--- config.mk ---
export PLATFORM = sky130hd
export DESIGN_NAME = alu_cmd_sequencer
export DESIGN_NICKNAME = d
export VERILOG_FILES = /design/src/rtl/alu_cmd_sequencer.sv
export SDC_FILE = /design/constraint.sdc
export NUM_CORES = 1
export LEC_CHECK = 0
export BUFFER_PORTS_ARGS = -buffer_cell sky130_fd_sc_hd__buf_2
export CORE_ASPECT_RATIO = 0.5
export CORE_MARGIN = 3
export CORE_UTILIZATION = 35
export CTS_CLUSTER_SIZE = 14
export DETAILED_ROUTE_END_ITERATION = 7
export HOLD_SLACK_MARGIN = 0.1
export PLACE_DENSITY = 0.53
export SYNTH_ARGS = -nofsm -noshare
export SYNTH_HDL_FRONTEND = slang
export SYNTH_SLANG_ARGS = --single-unit
--- constraint.sdc ---
create_clock -name clk -period 3.3 [get_ports clk]
set_input_delay 0.33 -clock clk [delete_from_list [all_inputs] [get_ports clk]]
set_output_delay 0.33 -clock clk [all_outputs]
set_load 0.01 [all_outputs]
--- src/rtl/alu_cmd_sequencer.sv ---
// -----------------------------------------------------------------------------
// alu_cmd_sequencer
//
// Initiator side of the 8-bit ALU interface. Commands arrive on a valid/ready
// stream and are buffered in a small FIFO. One command at a time is popped.
// Its operands and opcode are driven to the combinational ALU and held for a
// settle window. The ALU result and flags are then captured and returned on
// a valid/ready response stream. An 8-bit accumulator lets the host chain
// operations (for example RGB-mixer channel arithmetic) without a round trip.
//
// Parameters
//   DEPTH   command FIFO entries (power of 2, >= 2)
//   SETTLE  cycles the ALU inputs are held before capture (>= 1)
//
// Ports
//   clk, rst_n                    clock; asynchronous active-low reset
//   cmd_valid/cmd_ready           command stream handshake
//   cmd_op/cmd_a/cmd_b            opcode and operands (op 3'b111 is illegal)
//   cmd_sel_acc                   1: operand A is the accumulator
//   cmd_acc_wr                    1: write the ALU result into the accumulator
//   alu_a/alu_b/alu_op            drive to the ALU, held between commands
//   alu_result/zero/overflow      combinational ALU response
//   rsp_valid/rsp_ready           response stream handshake
//   rsp_data/zero/ovf/err         captured result, flags, illegal-op marker
//   acc_out                       current accumulator value
//
// rst_n is asserted asynchronously. The system is expected to release it
// synchronously to clk, so no internal reset synchroniser is present.
// -----------------------------------------------------------------------------
module alu_cmd_sequencer #(
    parameter int DEPTH  = 4,
    parameter int SETTLE = 1
) (
    input  logic       clk,
    input  logic       rst_n,
    input  logic       cmd_valid,
    output logic       cmd_ready,
    input  logic [2:0] cmd_op,
    input  logic [7:0] cmd_a,
    input  logic [7:0] cmd_b,
    input  logic       cmd_sel_acc,
    input  logic       cmd_acc_wr,
    output logic [7:0] alu_a,
    output logic [7:0] alu_b,
    output logic [2:0] alu_op,
    input  logic [7:0] alu_result,
    input  logic       alu_zero,
    input  logic       alu_overflow,
    output logic       rsp_valid,
    input  logic       rsp_ready,
    output logic [7:0] rsp_data,
    output logic       rsp_zero,
    output logic       rsp_ovf,
    output logic       rsp_err,
    output logic [7:0] acc_out
);

    localparam int              PW          = (DEPTH > 1) ? $clog2(DEPTH) : 1;
    localparam int              CW          = (SETTLE > 1) ? $clog2(SETTLE) : 1;
    localparam logic [PW:0]     FULL_CNT    = (PW + 1)'(DEPTH);
    localparam logic [CW-1:0]   SETTLE_LOAD = CW'(SETTLE - 1);
    localparam logic [2:0]      OP_ILLEGAL  = 3'b111;

    typedef struct packed {
        logic [2:0] op;
        logic [7:0] a;
        logic [7:0] b;
        logic       sel_acc;
        logic       acc_wr;
    } cmd_t;

    typedef enum logic [1:0] {
        ST_IDLE  = 2'd0,
        ST_ISSUE = 2'd1,
        ST_RESP  = 2'd2
    } state_t;

    // -------------------------------------------------------------------------
    // Command FIFO
    // -------------------------------------------------------------------------
    cmd_t          mem_q [DEPTH];
    logic [PW-1:0] wr_ptr_q;
    logic [PW-1:0] rd_ptr_q;
    logic [PW:0]   count_q;

    logic fifo_empty;
    logic fifo_full;
    logic push;
    logic pop;
    cmd_t wr_entry;
    cmd_t head;

    assign fifo_empty = (count_q == '0);
    assign fifo_full  = (count_q == FULL_CNT);
    assign cmd_ready  = !fifo_full;
    assign push       = cmd_valid && !fifo_full;
    assign wr_entry   = {cmd_op, cmd_a, cmd_b, cmd_sel_acc, cmd_acc_wr};
    // The head is read combinationally so a pop in IDLE can load the ALU
    // drive registers at the same edge.
    assign head       = mem_q[rd_ptr_q];

    // Storage carries no reset: stale entries are unreachable once the
    // pointers and count are cleared.
    always_ff @(posedge clk) begin
        if (push) begin
            mem_q[wr_ptr_q] <= wr_entry;
        end
    end

    always_ff @(posedge clk or negedge rst_n) begin
        if (!rst_n) begin
            wr_ptr_q <= '0;
            rd_ptr_q <= '0;
            count_q  <= '0;
        end else begin
            if (push) begin
                wr_ptr_q <= wr_ptr_q + 1'b1;
            end
            if (pop) begin
                rd_ptr_q <= rd_ptr_q + 1'b1;
            end
            case ({push, pop})
                2'b10:   count_q <= count_q + 1'b1;
                2'b01:   count_q <= count_q - 1'b1;
                default: count_q <= count_q;
            endcase
        end
    end

    // -------------------------------------------------------------------------
    // Sequencer FSM
    // -------------------------------------------------------------------------
    state_t        state_q,    state_d;
    logic [7:0]    alu_a_q,    alu_a_d;
    logic [7:0]    alu_b_q,    alu_b_d;
    logic [2:0]    alu_op_q,   alu_op_d;
    logic [CW-1:0] settle_q,   settle_d;
    logic          acc_wr_q,   acc_wr_d;
    logic [7:0]    acc_q,      acc_d;
    logic [7:0]    rsp_data_q, rsp_data_d;
    logic          rsp_zero_q, rsp_zero_d;
    logic          rsp_ovf_q,  rsp_ovf_d;
    logic          rsp_err_q,  rsp_err_d;

    always_comb begin
        state_d    = state_q;
        alu_a_d    = alu_a_q;
        alu_b_d    = alu_b_q;
        alu_op_d   = alu_op_q;
        settle_d   = settle_q;
        acc_wr_d   = acc_wr_q;
        acc_d      = acc_q;
        rsp_data_d = rsp_data_q;
        rsp_zero_d = rsp_zero_q;
        rsp_ovf_d  = rsp_ovf_q;
        rsp_err_d  = rsp_err_q;
        pop        = 1'b0;

        case (state_q)
            ST_IDLE: begin
                if (!fifo_empty) begin
                    pop = 1'b1;
                    if (head.op == OP_ILLEGAL) begin
                        // Rejected without touching the ALU drive or the
                        // accumulator; answered straight away.
                        rsp_data_d = 8'h00;
                        rsp_zero_d = 1'b0;
                        rsp_ovf_d  = 1'b0;
                        rsp_err_d  = 1'b1;
                        state_d    = ST_RESP;
                    end else begin
                        // All earlier commands have completed, so acc_q
                        // already holds any value the previous one wrote.
                        alu_a_d  = head.sel_acc ? acc_q : head.a;
                        alu_b_d  = head.b;
                        alu_op_d = head.op;
                        acc_wr_d = head.acc_wr;
                        settle_d = SETTLE_LOAD;
                        state_d  = ST_ISSUE;
                    end
                end
            end

            ST_ISSUE: begin
                if (settle_q != '0) begin
                    settle_d = settle_q - 1'b1;
                end else begin
                    rsp_data_d = alu_result;
                    rsp_zero_d = alu_zero;
                    rsp_ovf_d  = alu_overflow;
                    rsp_err_d  = 1'b0;
                    if (acc_wr_q) begin
                        acc_d = alu_result;
                    end
                    state_d = ST_RESP;
                end
            end

            ST_RESP: begin
                if (rsp_ready) begin
                    state_d = ST_IDLE;
                end
            end

            default: begin
                state_d = ST_IDLE;
            end
        endcase
    end

    always_ff @(posedge clk or negedge rst_n) begin
        if (!rst_n) begin
            state_q    <= ST_IDLE;
            alu_a_q    <= 8'h00;
            alu_b_q    <= 8'h00;
            alu_op_q   <= 3'b000;
            settle_q   <= '0;
            acc_wr_q   <= 1'b0;
            acc_q      <= 8'h00;
            rsp_data_q <= 8'h00;
            rsp_zero_q <= 1'b0;
            rsp_ovf_q  <= 1'b0;
            rsp_err_q  <= 1'b0;
        end else begin
            state_q    <= state_d;
            alu_a_q    <= alu_a_d;
            alu_b_q    <= alu_b_d;
            alu_op_q   <= alu_op_d;
            settle_q   <= settle_d;
            acc_wr_q   <= acc_wr_d;
            acc_q      <= acc_d;
            rsp_data_q <= rsp_data_d;
            rsp_zero_q <= rsp_zero_d;
            rsp_ovf_q  <= rsp_ovf_d;
            rsp_err_q  <= rsp_err_d;
        end
    end

    // rsp_valid decodes straight from the state register so that reset
    // removes it without waiting for a clock edge.
    assign rsp_valid = (state_q == ST_RESP);
    assign rsp_data  = rsp_data_q;
    assign rsp_zero  = rsp_zero_q;
    assign rsp_ovf   = rsp_ovf_q;
    assign rsp_err   = rsp_err_q;
    assign alu_a     = alu_a_q;
    assign alu_b     = alu_b_q;
    assign alu_op    = alu_op_q;
    assign acc_out   = acc_q;

endmodule
==> impl_metrics.env <==
export IMPL_design_die_area_sq_mm=0.0163
export IMPL_yosysWarnings=0
export IMPL_syn_cell_area_sq_mm=0.00515
export IMPL_synthXorXnorAreaFrac=0.0102
export IMPL_port_buffers=74
export IMPL_vias=2642
export IMPL_cts_hold_buf=0
export IMPL_synth_top_family_by_area="multiplexers"
export IMPL_wl_per_cell_um=19.0
export IMPL_track_usage=0.141
export IMPL_cts_buffers=17
export IMPL_insertion_delay_ns=0.41
export IMPL_syn_to_final_growth_pct=23.9
export IMPL_antenna_found_initial=0
export IMPL_hold_depth=1
export IMPL_whs_endpoint="mem_q[3][4]$_DFFE_PP_"
export IMPL_cp_end_kind="flop"
export IMPL_synthDistinctLibCells=31
export IMPL_cap_violations=0
export IMPL_final_cell_mix="edfxtp_1, buf_2, dfrtp_1"
export IMPL_required_ns=3.63
export IMPL_io_pins=75
export IMPL_overflow=0
export IMPL_ir_worst_vdd_uv=481
export IMPL_met2_length_um=5110
export IMPL_gp_congestion=0.731
export IMPL_max_clock_path_buffers=2
export IMPL_die_w_um=177
export IMPL_r2r_start="state_q[1]$_DFFE_PN0P_"
export IMPL_die_h_um=91.7
export IMPL_place_inst=527
export IMPL_min_period_ns=2.70
export IMPL_synth_seq_cells=132
export IMPL_synth_fp_nets=305
export IMPL_synthSimpleGateAreaFrac=0.0192
export IMPL_dpl_hpwl_um=7190
export IMPL_antenna_cells=0
export IMPL_relSlewSlack=0.234
export IMPL_dr_pass1_iters=4
export IMPL_worstSetupPathType="flop to flop"
export IMPL_leakagePower_nw=2.53
export IMPL_m1WireLength_um=4800
export IMPL_htree_levels=4
export IMPL_r2r_end="count_q[2]$_DFFE_PN0P_"
export IMPL_skew_ns=0.00731
export IMPL_reg2reg_depth=9
export IMPL_ys_seq_area_frac=0.724
export IMPL_cts_root_buf="clkbuf_16"
export IMPL_min_period_over_period=0.818
export IMPL_drc_errors=0
export IMPL_drt_first_iter_violations=175
export IMPL_setup_violations=0
export IMPL_tightest_slew_ns=1.15
export IMPL_power_density_mw_per_mm2=1060
export IMPL_synth_fa_ha_area_frac=0.0160
export IMPL_syn_instance_count=264
export IMPL_route_met3_wl_um=500
export IMPL_r2r_slack_ns=0.60
export IMPL_routed_wl_um=10600
export IMPL_grt_pass1_vias=3003
export IMPL_fin_cells=559
export IMPL_fp_coreArea_sq_mm=0.0140
export IMPL_vias_per_cell=4.73
export IMPL_final_area_sq_mm=0.00638
export IMPL_clock_sinks=132
export IMPL_synth_compound_area_frac=0.0233
export IMPL_cts_setup_buffers=0
export IMPL_layout_commonest_cell="edfxtp_1"
export IMPL_finalMaxSlewViolations=0
export IMPL_cp_max_fo=12
export IMPL_hold_start="cmd_b[2]"
export IMPL_nets=395
export IMPL_cts_tree="yes"
export IMPL_final_hold_violation_count=0
export IMPL_status="completed"
export IMPL_hp_class="primary input to flop"
export IMPL_tns_ns=0
export IMPL_cts_resized=0
export IMPL_grt_max_degree=49
export IMPL_ant_nets=0
export IMPL_fmax_mhz=370
export IMPL_critPathLaunchType="flop"
export IMPL_postPlaceCellArea_sq_mm=0.00576
export IMPL_startpoint="state_q[1]$_DFFE_PN0P_"
export IMPL_top_layer="met4"
export IMPL_row_count=30
export IMPL_avgSynthCellArea_sq_um=19.5
export IMPL_cp_arrival_ns=3.03
export IMPL_path_clk_slew_ns=0.06
export IMPL_initial_core_util=0.369
export IMPL_rsz0062_at_grt="false"
export IMPL_muxShareOfSynthArea=0.188
export IMPL_grt_pass1_wl_um=16900
export IMPL_drive_gt1_frac=0.460
==> metal layers <==
metal,up-vias,track usage
li1,1206,-
met5,-,0
met3,22,0.0376
met1,1349,0.182
met4,0,0.0640
met2,65,0.224
==> cell usage after synthesis (all sizes together) <==
cell | n | area share
and2 | 1 | 0.0012
nand2b | 2 | 0.0024
o21ai | 1 | 0.00097
ha | 5 | 0.012
xnor2 | 3 | 0.0051
xor2 | 3 | 0.0051
mux2 | 34 | 0.074
dfrtp | 48 | 0.23
fa | 1 | 0.0039
a22o | 1 | 0.0017
a311oi | 1 | 0.0029
a211oi | 1 | 0.0015
nor3 | 1 | 0.00097
o22a | 3 | 0.0051
or3b | 1 | 0.0017
nor2 | 2 | 0.0015
inv | 8 | 0.0058
edfxtp | 84 | 0.49
mux4 | 21 | 0.092
a21oi | 10 | 0.0097
a21o | 1 | 0.0015
and3 | 5 | 0.0061
nor3b | 1 | 0.0015
mux2i | 11 | 0.021
or2 | 2 | 0.0024
clkbuf | 4 | 0.0029
buf | 8 | 0.011
nand3b | 1 | 0.0015
==> power breakdown <==
part | switching [mW] | leakage [nW] | internal, mW
Combinational | 1.10 | 0.903 | 1.10
Clock | 0.685 | 0.290 | 1.26
Sequential | 0.285 | 1.34 | 2.32
==> through the flow <==
stage / utilization / hold slack [ns] / worst slack (ns) / total power, mW
after floorplan: - / 0.0344 / 0.726 / 4.12
after global placement: 0.413 / 0.473 / 0.706 / 4.80
after detailed placement: 0.413 / 0.484 / 0.597 / 4.89
after CTS: 0.457 / 0.115 / 0.576 / 6.85
after global routing: 0.457 / 0.122 / 0.441 / 7.16
final: 0.457 / 0.130 / 0.600 / 6.75
==> how the worst max path moves through the flow <==
stage | endpoint | slack [ns] | depth (start not counted)
2_1_floorplan | count_q[2]$_DFFE_PN0P_ | 0.73 | 11
3_3_place_gp | alu_a[7]$_DFFE_PN0P_ | 0.71 | 4
3_5_place_dp | count_q[2]$_DFFE_PN0P_ | 0.60 | 9
4_1_cts | count_q[2]$_DFFE_PN0P_ | 0.58 | 9
5_1_grt | count_q[2]$_DFFE_PN0P_ | 0.44 | 9
6_report | count_q[2]$_DFFE_PN0P_ | 0.60 | 9
==> final cells by class <==
class                           count  area, sq um
Tap cell                          192          240
Clock buffer                       18          429
Multi-Input combinational cell    112         1330
Sequential cell                   132         3720
Inverter                            8         30.0
Fill cell                        1227         7580
Timing Repair Buffer               83          438
Clock inverter                     14          186
==> flip-flops by register name (all words and copies together) (netlist names), 2 cells and up <==
name,cells
mem_q,84
acc_out,8
alu_a,8
alu_b,8
rsp_data,8
alu_op,3
count_q,3
rd_ptr_q,2
state_q,2
wr_ptr_q,2
==> cells by family after synthesis <==
group / Yosys count
AOI/OAI and AO/OA: 18
xor gates and xnor gates: 6
adders and majority gates: 6
buffers and inverters: 20
DFF: 132
muxes: 66
and+or+nand+nor: 16
==> critical path: stages, from the launching register on <==
cell     delay (ns)
dfrtp_1        0.40
or2_2          0.36
or2_2          0.35
inv_1          0.36
ha_1           0.28
inv_1          0.06
fa_1           0.37
xor2_1         0.15
nor2_1         0.12
xor2_1         0.17
Power figures use the tool's default switching activity.
